File: src/rtl/aes_req_arb_if.sv
// Requester/response/core bundle for aes_req_arb.
// The arbiter uses the slave modport; the requesters and core model use master.
interface aes_req_arb_if;
    logic         req0_valid_i;
    logic [127:0] req0_data_i;
    logic         req0_ready_o;
    logic         req1_valid_i;
    logic [127:0] req1_data_i;
    logic         req1_ready_o;
    logic         rsp0_valid_o;
    logic [127:0] rsp0_data_o;
    logic         rsp1_valid_o;
    logic [127:0] rsp1_data_o;
    logic [127:0] aes_state_o;
    logic [127:0] aes_out_i;
    logic         busy_o;
    logic [31:0]  grant_cnt0_o;
    logic [31:0]  grant_cnt1_o;

    modport slave (
        input  req0_valid_i, req0_data_i, req1_valid_i, req1_data_i, aes_out_i,
        output req0_ready_o, req1_ready_o, rsp0_valid_o, rsp0_data_o,
               rsp1_valid_o, rsp1_data_o, aes_state_o, busy_o,
               grant_cnt0_o, grant_cnt1_o
    );

    modport master (
        output req0_valid_i, req0_data_i, req1_valid_i, req1_data_i, aes_out_i,
        input  req0_ready_o, req1_ready_o, rsp0_valid_o, rsp0_data_o,
               rsp1_valid_o, rsp1_data_o, aes_state_o, busy_o,
               grant_cnt0_o, grant_cnt1_o
    );
endinterface

File: src/rtl/aes_req_arb.sv
// Two-requester round-robin front end for one fixed-latency aes_128 core.
// Optional macro AES_ARB_STATS_EN enables the per-requester grant counters.
module aes_req_arb #(
    parameter int LATENCY = 21,
    parameter int MAX_OUT = 4
) (
    input  logic         wb_clk_i,
    input  logic         wb_rst_i,
    aes_req_arb_if.slave bus
);
    localparam logic [3:0] MAX_Q = 4'(MAX_OUT);

    logic [3:0]       out0_q, out0_d, out1_q, out1_d;
    logic             ptr_q;  // last granted requester
    logic [LATENCY:0] tag_v_q, tag_id_q;
    logic [127:0]     state_q, rsp0_data_q, rsp1_data_q;
    logic             rsp0_v_q, rsp1_v_q, busy_q;
    logic             elig0, elig1, gnt0, gnt1, acc, ret0, ret1;

    always_comb begin
        elig0 = !wb_rst_i && bus.req0_valid_i && (out0_q < MAX_Q);
        elig1 = !wb_rst_i && bus.req1_valid_i && (out1_q < MAX_Q);
        gnt0  = elig0 && (!elig1 || ptr_q);
        gnt1  = elig1 && (!elig0 || !ptr_q);
        acc   = gnt0 || gnt1;
        ret0  = tag_v_q[LATENCY] && !tag_id_q[LATENCY];
        ret1  = tag_v_q[LATENCY] &&  tag_id_q[LATENCY];
        // a simultaneous accept and retire leaves the count unchanged
        out0_d = out0_q;
        if (gnt0 && !ret0) out0_d = out0_q + 4'd1;
        else if (!gnt0 && ret0) out0_d = out0_q - 4'd1;
        out1_d = out1_q;
        if (gnt1 && !ret1) out1_d = out1_q + 4'd1;
        else if (!gnt1 && ret1) out1_d = out1_q - 4'd1;
    end

    always_ff @(posedge wb_clk_i) begin
        if (wb_rst_i) begin
            out0_q      <= '0;
            out1_q      <= '0;
            ptr_q       <= 1'b1;
            tag_v_q     <= '0;
            tag_id_q    <= '0;
            state_q     <= '0;
            rsp0_v_q    <= 1'b0;
            rsp1_v_q    <= 1'b0;
            rsp0_data_q <= '0;
            rsp1_data_q <= '0;
            busy_q      <= 1'b0;
        end else begin
            out0_q   <= out0_d;
            out1_q   <= out1_d;
            if (gnt0) ptr_q <= 1'b0;
            else if (gnt1) ptr_q <= 1'b1;
            if (acc) state_q <= gnt1 ? bus.req1_data_i : bus.req0_data_i;
            tag_v_q  <= {tag_v_q[LATENCY-1:0], acc};
            tag_id_q <= {tag_id_q[LATENCY-1:0], gnt1};
            busy_q   <= |{tag_v_q[LATENCY-1:0], acc};
            rsp0_v_q <= ret0;
            rsp1_v_q <= ret1;
            if (ret0) rsp0_data_q <= bus.aes_out_i;
            if (ret1) rsp1_data_q <= bus.aes_out_i;
        end
    end

`ifdef AES_ARB_STATS_EN
    logic [31:0] gcnt0_q, gcnt1_q;

    always_ff @(posedge wb_clk_i) begin
        if (wb_rst_i) begin
            gcnt0_q <= '0;
            gcnt1_q <= '0;
        end else begin
            if (gnt0) gcnt0_q <= gcnt0_q + 32'd1;
            if (gnt1) gcnt1_q <= gcnt1_q + 32'd1;
        end
    end

    assign bus.grant_cnt0_o = gcnt0_q;
    assign bus.grant_cnt1_o = gcnt1_q;
`else
    assign bus.grant_cnt0_o = '0;
    assign bus.grant_cnt1_o = '0;
`endif

    assign bus.req0_ready_o = gnt0;
    assign bus.req1_ready_o = gnt1;
    assign bus.rsp0_valid_o = rsp0_v_q;
    assign bus.rsp0_data_o  = rsp0_data_q;
    assign bus.rsp1_valid_o = rsp1_v_q;
    assign bus.rsp1_data_o  = rsp1_data_q;
    assign bus.aes_state_o  = state_q;
    assign bus.busy_o       = busy_q;
endmodule

File: src/flat_wrapper.sv
// flat-port wrapper written by rule: the top's interface ports become plain ports
module aes_req_arb_flat 
#(
    parameter int LATENCY = 21,
    parameter int MAX_OUT = 4
)
  (wb_clk_i, wb_rst_i, bus_req0_valid_i, bus_req0_data_i, bus_req1_valid_i, bus_req1_data_i, bus_aes_out_i, bus_req0_ready_o, bus_req1_ready_o, bus_rsp0_valid_o, bus_rsp0_data_o, bus_rsp1_valid_o, bus_rsp1_data_o, bus_aes_state_o, bus_busy_o, bus_grant_cnt0_o, bus_grant_cnt1_o);
  aes_req_arb_if bus_i ();
  input  logic wb_clk_i;
  input  logic wb_rst_i;
  input wire logic [$bits(bus_i.req0_valid_i)-1:0] bus_req0_valid_i;
  input wire logic [$bits(bus_i.req0_data_i)-1:0] bus_req0_data_i;
  input wire logic [$bits(bus_i.req1_valid_i)-1:0] bus_req1_valid_i;
  input wire logic [$bits(bus_i.req1_data_i)-1:0] bus_req1_data_i;
  input wire logic [$bits(bus_i.aes_out_i)-1:0] bus_aes_out_i;
  output wire logic [$bits(bus_i.req0_ready_o)-1:0] bus_req0_ready_o;
  output wire logic [$bits(bus_i.req1_ready_o)-1:0] bus_req1_ready_o;
  output wire logic [$bits(bus_i.rsp0_valid_o)-1:0] bus_rsp0_valid_o;
  output wire logic [$bits(bus_i.rsp0_data_o)-1:0] bus_rsp0_data_o;
  output wire logic [$bits(bus_i.rsp1_valid_o)-1:0] bus_rsp1_valid_o;
  output wire logic [$bits(bus_i.rsp1_data_o)-1:0] bus_rsp1_data_o;
  output wire logic [$bits(bus_i.aes_state_o)-1:0] bus_aes_state_o;
  output wire logic [$bits(bus_i.busy_o)-1:0] bus_busy_o;
  output wire logic [$bits(bus_i.grant_cnt0_o)-1:0] bus_grant_cnt0_o;
  output wire logic [$bits(bus_i.grant_cnt1_o)-1:0] bus_grant_cnt1_o;
  assign bus_i.req0_valid_i = bus_req0_valid_i;
  assign bus_i.req0_data_i = bus_req0_data_i;
  assign bus_i.req1_valid_i = bus_req1_valid_i;
  assign bus_i.req1_data_i = bus_req1_data_i;
  assign bus_i.aes_out_i = bus_aes_out_i;
  assign bus_req0_ready_o = bus_i.req0_ready_o;
  assign bus_req1_ready_o = bus_i.req1_ready_o;
  assign bus_rsp0_valid_o = bus_i.rsp0_valid_o;
  assign bus_rsp0_data_o = bus_i.rsp0_data_o;
  assign bus_rsp1_valid_o = bus_i.rsp1_valid_o;
  assign bus_rsp1_data_o = bus_i.rsp1_data_o;
  assign bus_aes_state_o = bus_i.aes_state_o;
  assign bus_busy_o = bus_i.busy_o;
  assign bus_grant_cnt0_o = bus_i.grant_cnt0_o;
  assign bus_grant_cnt1_o = bus_i.grant_cnt1_o;
  aes_req_arb #(.LATENCY(LATENCY), .MAX_OUT(MAX_OUT)) u_core (.wb_clk_i(wb_clk_i), .wb_rst_i(wb_rst_i), .bus(bus_i));
endmodule
File: config.mk
export PLATFORM = sky130hd
export DESIGN_NAME = aes_req_arb_flat
export DESIGN_NICKNAME = d
export VERILOG_FILES = /design/src/rtl/aes_req_arb_if.sv /design/src/rtl/aes_req_arb.sv /design/src/flat_wrapper.sv
export SDC_FILE = /design/constraint.sdc
export NUM_CORES = 1
export LEC_CHECK = 0
export BUFFER_PORTS_ARGS = -buffer_cell sky130_fd_sc_hd__buf_2
export CORE_AREA = 2 2 327 329
export DETAILED_ROUTE_END_ITERATION = 16
export DIE_AREA = 0 0 329 331
export GPL_ROUTABILITY_DRIVEN = 0
export PLACE_DENSITY = 0.42
export SYNTH_ARGS = -nofsm -noshare
export SYNTH_HDL_FRONTEND = slang
export SYNTH_SLANG_ARGS = --single-unit
File: constraint.sdc
create_clock -name wb_clk_i -period 2.74 [get_ports wb_clk_i]
set_input_delay 0.548 -clock wb_clk_i [delete_from_list [all_inputs] [get_ports wb_clk_i]]
set_output_delay 0.548 -clock wb_clk_i [all_outputs]
set_load 0.02 [all_outputs]
# Word-level counts from Yosys, hierarchy flattened
# Index checks and enable logic that the tools add are counted.
dict set report totals {
  ff_bits 440
  in_bits 388
  wordCells 52
  out_inout_bits 453
}
dict set report op_classes {
  reduce_logical 28
  addsub 4
  mux 7
  magnitude_cmp 2
}
# cell n
set ops {}
lappend ops {{2-to-1 mux 128 bit} 1}
lappend ops {{OR reduction 22 bit} 1}
lappend ops {{2-to-1 mux 4 bit} 4}
lappend ops {{logical AND 1 bit} 12}
lappend ops {{zero test 1 bit} 9}
lappend ops {{adder 4 x 1 -> 4 bit, second input constant} 2}
lappend ops {{< comparator 4 x 3 -> 1 bit, second input constant} 2}
lappend ops {{subtractor 4 x 1 -> 4 bit, second input constant} 2}
lappend ops {{nonzero test 2 bit} 3}
lappend ops {{logical OR 1 bit} 3}
lappend ops {{2-to-1 mux 1 bit} 2}

# Depth between registers and ports, before layout
dict set report depth {
  ltp_word 10
  mapped_depth 11
  mapped_depth_nobuf 10
}

# Worst setup path after synthesis
# OpenSTA, ideal clock, no wires.
dict set report synth_timing {
  kind {input port to flip-flop}
  from {in wb_rst_i}
  to {reg u_core.out0_q[3]}
  cell_stages 10
  t_arrival_ns 2.879
  required_ns 2.617
  path_buffers 1
  setup_time_ns 0.123
  setup_slack_ns -0.262
  path_cell_list {buf_6 > or4b_4 > nor2_1 > ha_1 > inv_1 > ha_1 > a21oi_1 > a211oi_1 > a31oi_1 > mux2_1}
}
dict set report synth_between {
  elab_chain_cells 9
  word_cells_on_any_way 13
  classes_between {mux (1); reduce/logical (12)}
}
# element line
set synth_rtl {}
lappend synth_rtl {{start: declaration} flat_wrapper.sv:10} ;# input logic wb_rst_i;
lappend synth_rtl {{zero test 1 bit *} {aes_req_arb.sv:21, aes_req_arb.sv:22}}
lappend synth_rtl {{logical AND 1 bit (2 in a row)} aes_req_arb.sv:22} ;# elig1 = !wb_rst_i && bus.req1_valid_i && (out1_q < MAX_Q);
lappend synth_rtl {{zero test 1 bit} aes_req_arb.sv:23} ;# gnt0 = elig0 && (!elig1 || ptr_q);
lappend synth_rtl {{logical OR 1 bit} aes_req_arb.sv:23}
lappend synth_rtl {{logical AND 1 bit *} aes_req_arb.sv:23}
lappend synth_rtl {{via bus_req0_ready_o} flat_wrapper.sv:16} ;# output wire logic [$bits(bus_i.req0_ready_o)-1:0] bus_req0_ready_o;
lappend synth_rtl {{zero test 1 bit} aes_req_arb.sv:31} ;# else if (!gnt0 && ret0) out0_d = out0_q - 4'd1;
lappend synth_rtl {{logical AND 1 bit} aes_req_arb.sv:31}
lappend synth_rtl {{nonzero test 2 bit (no line)} -}
lappend synth_rtl {{end signal: assignment} aes_req_arb.sv:51} ;# out0_q <= out0_d;
lappend synth_rtl {{end: declaration} aes_req_arb.sv:13} ;# logic [3:0] out0_q, out0_d, out1_q, out1_d;
# Mark *: on every way through the listed nets, which the timed path passes. The rest lies on a longest branch.
# A chain may end at the register's enable or synchronous reset.

# Worst setup path after layout
dict set report layout_timing {
  from {reg u_core.out1_q[2]}
  to {out bus_req0_ready_o}
}
dict set report layout_between {
  elab_chain_cells 5
}
# element line
set layout_rtl {}
lappend layout_rtl {{start: declaration} aes_req_arb.sv:13}
lappend layout_rtl {{start signal: assignment} aes_req_arb.sv:52} ;# out1_q <= out1_d;
lappend layout_rtl {{< comparator 4 x 3 -> 1 bit} aes_req_arb.sv:22}
lappend layout_rtl {{logical AND 1 bit} aes_req_arb.sv:22}
lappend layout_rtl {{zero test 1 bit} aes_req_arb.sv:23}
lappend layout_rtl {{logical OR 1 bit} aes_req_arb.sv:23}
lappend layout_rtl {{logical AND 1 bit} aes_req_arb.sv:23}
lappend layout_rtl {{end: declaration} flat_wrapper.sv:16}
# No other way between the ends.

==> flow_summary.json <==
{
  "status": "complete, no violations",
  "antenna_found_initial": 22,
  "grtUsageTotal_pct": 12.2,
  "required_ps": 2190,
  "fin_nets": 3030,
  "worst_pin_slew_ps": 1060,
  "async_reset_ff_share_pct": 0,
  "nFillCells": 11668,
  "cp_max_fo": 2,
  "area_growth_pct": 40.9,
  "rr_endpoint": "u_core.out1_q[3]$_SDFFE_PP0P_",
  "endpoint_kind": "output port",
  "h-tree-depth": 2,
  "crit_arrival_ps": 2100,
  "clkPwrFrac_pct": 44.6,
  "p_int_mw": 12.4,
  "synth_cell_types": 33,
  "drv_slew": 0,
  "switching_share_pct": 28.1,
  "start_kind": "register",
  "drtPass1Iterations": 4,
  "fmax_ghz": 0.378,
  "postPlaceCellArea_um2": 22000,
  "ys_top_cells_by_area": "dfxtp_1 (52%), nand2_1 (11%), a21oi_1 (7.7%)",
  "multi_input_comb_area_um2": 7130,
  "post-synth-top-area-cell": "dfxtp_1",
  "placed_cells": 3962,
  "reg2reg_slack_ps": 160,
  "synthMostInstantiatedCell": "nand2_1",
  "cts_sinks": 440,
  "die_x_um": 329,
  "rows": 119,
  "regArea_um2": 8810,
  "r2r_start": "u_core.out1_q[2]$_SDFFE_PP0P_",
  "clock_path_buffers": 3,
  "rsz0062_at_grt": "true",
  "powerDensity_nw_per_um2": 718,
  "synth_area_um2": 17000,
  "first_global_vias": 14904,
  "gr-total-overflow": 0,
  "period_share_pct": 96.5,
  "portBuffers": 776,
  "synthTopCellsByCount": "nand2_1 (512), dfxtp_1 (440), a21oi_1 (261)",
  "worstHoldStart": "bus_aes_out_i[78]",
  "finalPower_mw": 17.2,
  "cts_tree": "yes",
  "finalSetupViolCount": 0,
  "drive_gt1_share_pct": 34.5,
  "clk_pin_slew_ps": 60,
  "hold-path-endpoint": "u_core.bus.rsp1_data_o[78]$_SDFFE_PP0P_",
  "reg2reg_depth": 11,
  "hold_viol_final": 0,
  "peakVddDrop_v": 0.000446,
  "setup_tns_ps": 0,
  "grt_max_degree": 133,
  "via_per_inst": 3.80,
  "drc_errors": 0,
  "fin_cells": 4073,
  "yosysWarnings": 0,
  "fin_area_um2": 24000,
  "share_comb_of_total_power_pct": 14.7,
  "hold_path.class": "primary input to register",
  "clkLatencyLatePin_ps": 660,
  "final_antenna_net_count": 0,
  "drv_cap": 0,
  "worst-setup-path-type": "register to output port",
  "cts_buffers": 54,
  "p_leak_nw": 10.1,
  "start_util_pct": 16.2,
  "grt_pass1_wl_um": 99600,
  "io_pins": 841,
  "max_slew_margin_pct": 29.2,
  "synth_cells": 1913,
  "vias": 15485,
  "wirelength_um": 70900,
  "ys_seq_area_share_pct": 51.7,
  "synthFlopType": "dfxtp_1",
  "share_seq_of_total_power_pct": 40.7,
  "coreArea_um2": 105000,
  "synth_top_area_share_pct": 51.7,
  "root_buffer": "clkbuf_16",
  "clock_skew_ps": 52.0,
  "dieArea_um2": 109000,
  "dieHeight_um": 331,
  "hpwl_um": 50500,
  "period_needed_ps": 2650,
  "synth_seq_cells": 440,
  "avgSynthCellArea_um2": 8.90,
  "p_switching_mw": 4.85,
  "whs_path_depth": 3,
  "synth_edf_count": 0,
  "fin_util_pct": 22.9,
  "drtIter0Drc": 792,
  "routedWlPerCell_um": 17.4
}
[cell type report]
class                      count  area share [%]
clock buffer                  76            6.48
inverter                       5          0.0991
antenna                        7          0.0730
sequential                   440            36.7
tap                         1391            7.26
multi-input combinational   1318            29.7
timing repair buffer         815            18.2
clock inverter                21            1.43
[kinds of logic after synthesis]
| family | share of synthesized area [%] |
|---|---|
| flip-flops | 51.7 |
| other | 0.0220 |
| XOR/XNOR | 0.206 |
| multiplexers | 7.77 |
| AND/OR/NAND/NOR | 19.6 |
| AO/OA/AOI/OAI | 11.8 |
| adder cells (fa/ha/maj) | 0.676 |
| buffers and inverters | 8.18 |
[per-stage QoR]
step	worst slack [ps]	hold slack [ps]
after global routing	-23.5	106
final	94.7	147
after detailed placement	-69.7	420
after CTS	-50.8	68.0
after global placement	-94.5	416
after floorplan	25.7	414
[per-layer routing]
layer | GRT usage [%] | wire length [um]
met1 | 13.5 | 27300
met2 | 21.1 | 34300
met3 | 4.71 | 6740
met4 | 4.63 | 2350
met5 | 0 | 121
[cells in the final DEF (no fill, tap or decap), types with 3 or more instances in the layout]
| cell type | n |
|---|---|
| a21oi_1 | 259 |
| buf_12 | 9 |
| buf_2 | 774 |
| buf_4 | 26 |
| buf_8 | 3 |
| bufinv_16 | 7 |
| clkbuf_1 | 10 |
| clkbuf_16 | 54 |
| clkbuf_8 | 12 |
| clkinv_2 | 5 |
| conb_1 | 64 |
| dfxtp_1 | 439 |
| diode_2 | 7 |
| ha_1 | 3 |
| ha_4 | 3 |
| mux2i_1 | 130 |
| nand2_1 | 512 |
| nand3b_1 | 128 |
| nor2_1 | 14 |
| nor2b_1 | 44 |
| nor4_1 | 4 |
| o21ai_1 | 128 |
[power by group through the flow]
stage               Combinational [mW]  Sequential [mW]  Clock, mW
floorplan                         1.22             7.56          0
global placement                  2.52             7.15          0
detailed placement                2.51             7.15          0
CTS                               2.58             7.02       8.02
global route                      2.75             7.06       8.25
finish                            2.52             7.02       7.68
[worst max-delay path, cell delays in order, from the launching register on]
cell     delay, ps
dfxtp_4        340
or4b_4         550
nor2_2         170
nor2_4          60
buf_4          130
buf_2          190
[worst max-delay path by stage]
stage / slack [ps] / start / cells past startpoint / end
final: 90 / u_core.out1_q[2]$_SDFFE_PP0P_ / 5 / bus_req0_ready_o
after detailed placement: -70 / wb_rst_i / 11 / u_core.out0_q[3]$_SDFFE_PP0P_
after floorplan: 30 / wb_rst_i / 10 / u_core.out1_q[3]$_SDFFE_PP0P_
after global placement: -90 / wb_rst_i / 11 / u_core.out1_q[3]$_SDFFE_PP0P_
after global routing: -20 / u_core.out1_q[2]$_SDFFE_PP0P_ / 5 / bus_req0_ready_o
after CTS: -50 / u_core.out1_q[2]$_SDFFE_PP0P_ / 6 / bus_req1_ready_o
[sequential cells by signal (all words and copies together) (netlist names)]
signal	flops
u_core.tag_id_q	22
u_core.bus.rsp0_valid_o	1
u_core.bus.aes_state_o	128
u_core.ptr_q	1
u_core.tag_v_q	22
u_core.bus.rsp1_valid_o	1
u_core.bus.busy_o	1
u_core.out0_q	4
u_core.bus.rsp1_data_o	128
u_core.bus.rsp0_data_o	128
u_core.out1_q	4
[repair_timing]
| action | in CTS | in global routing |
|---|---|---|
| hold buffers | 0 | 0 |
| resized for setup | 9 | 0 |
| gates cloned | 2 | 0 |
| pin swaps | 1 | 1 |
| endpoints found under the hold margin | 0 | 0 |
| setup buffers | 6 | 0 |
| endpoints found under the setup margin | 1 | 2 |
Power figures use the tool's default switching activity.
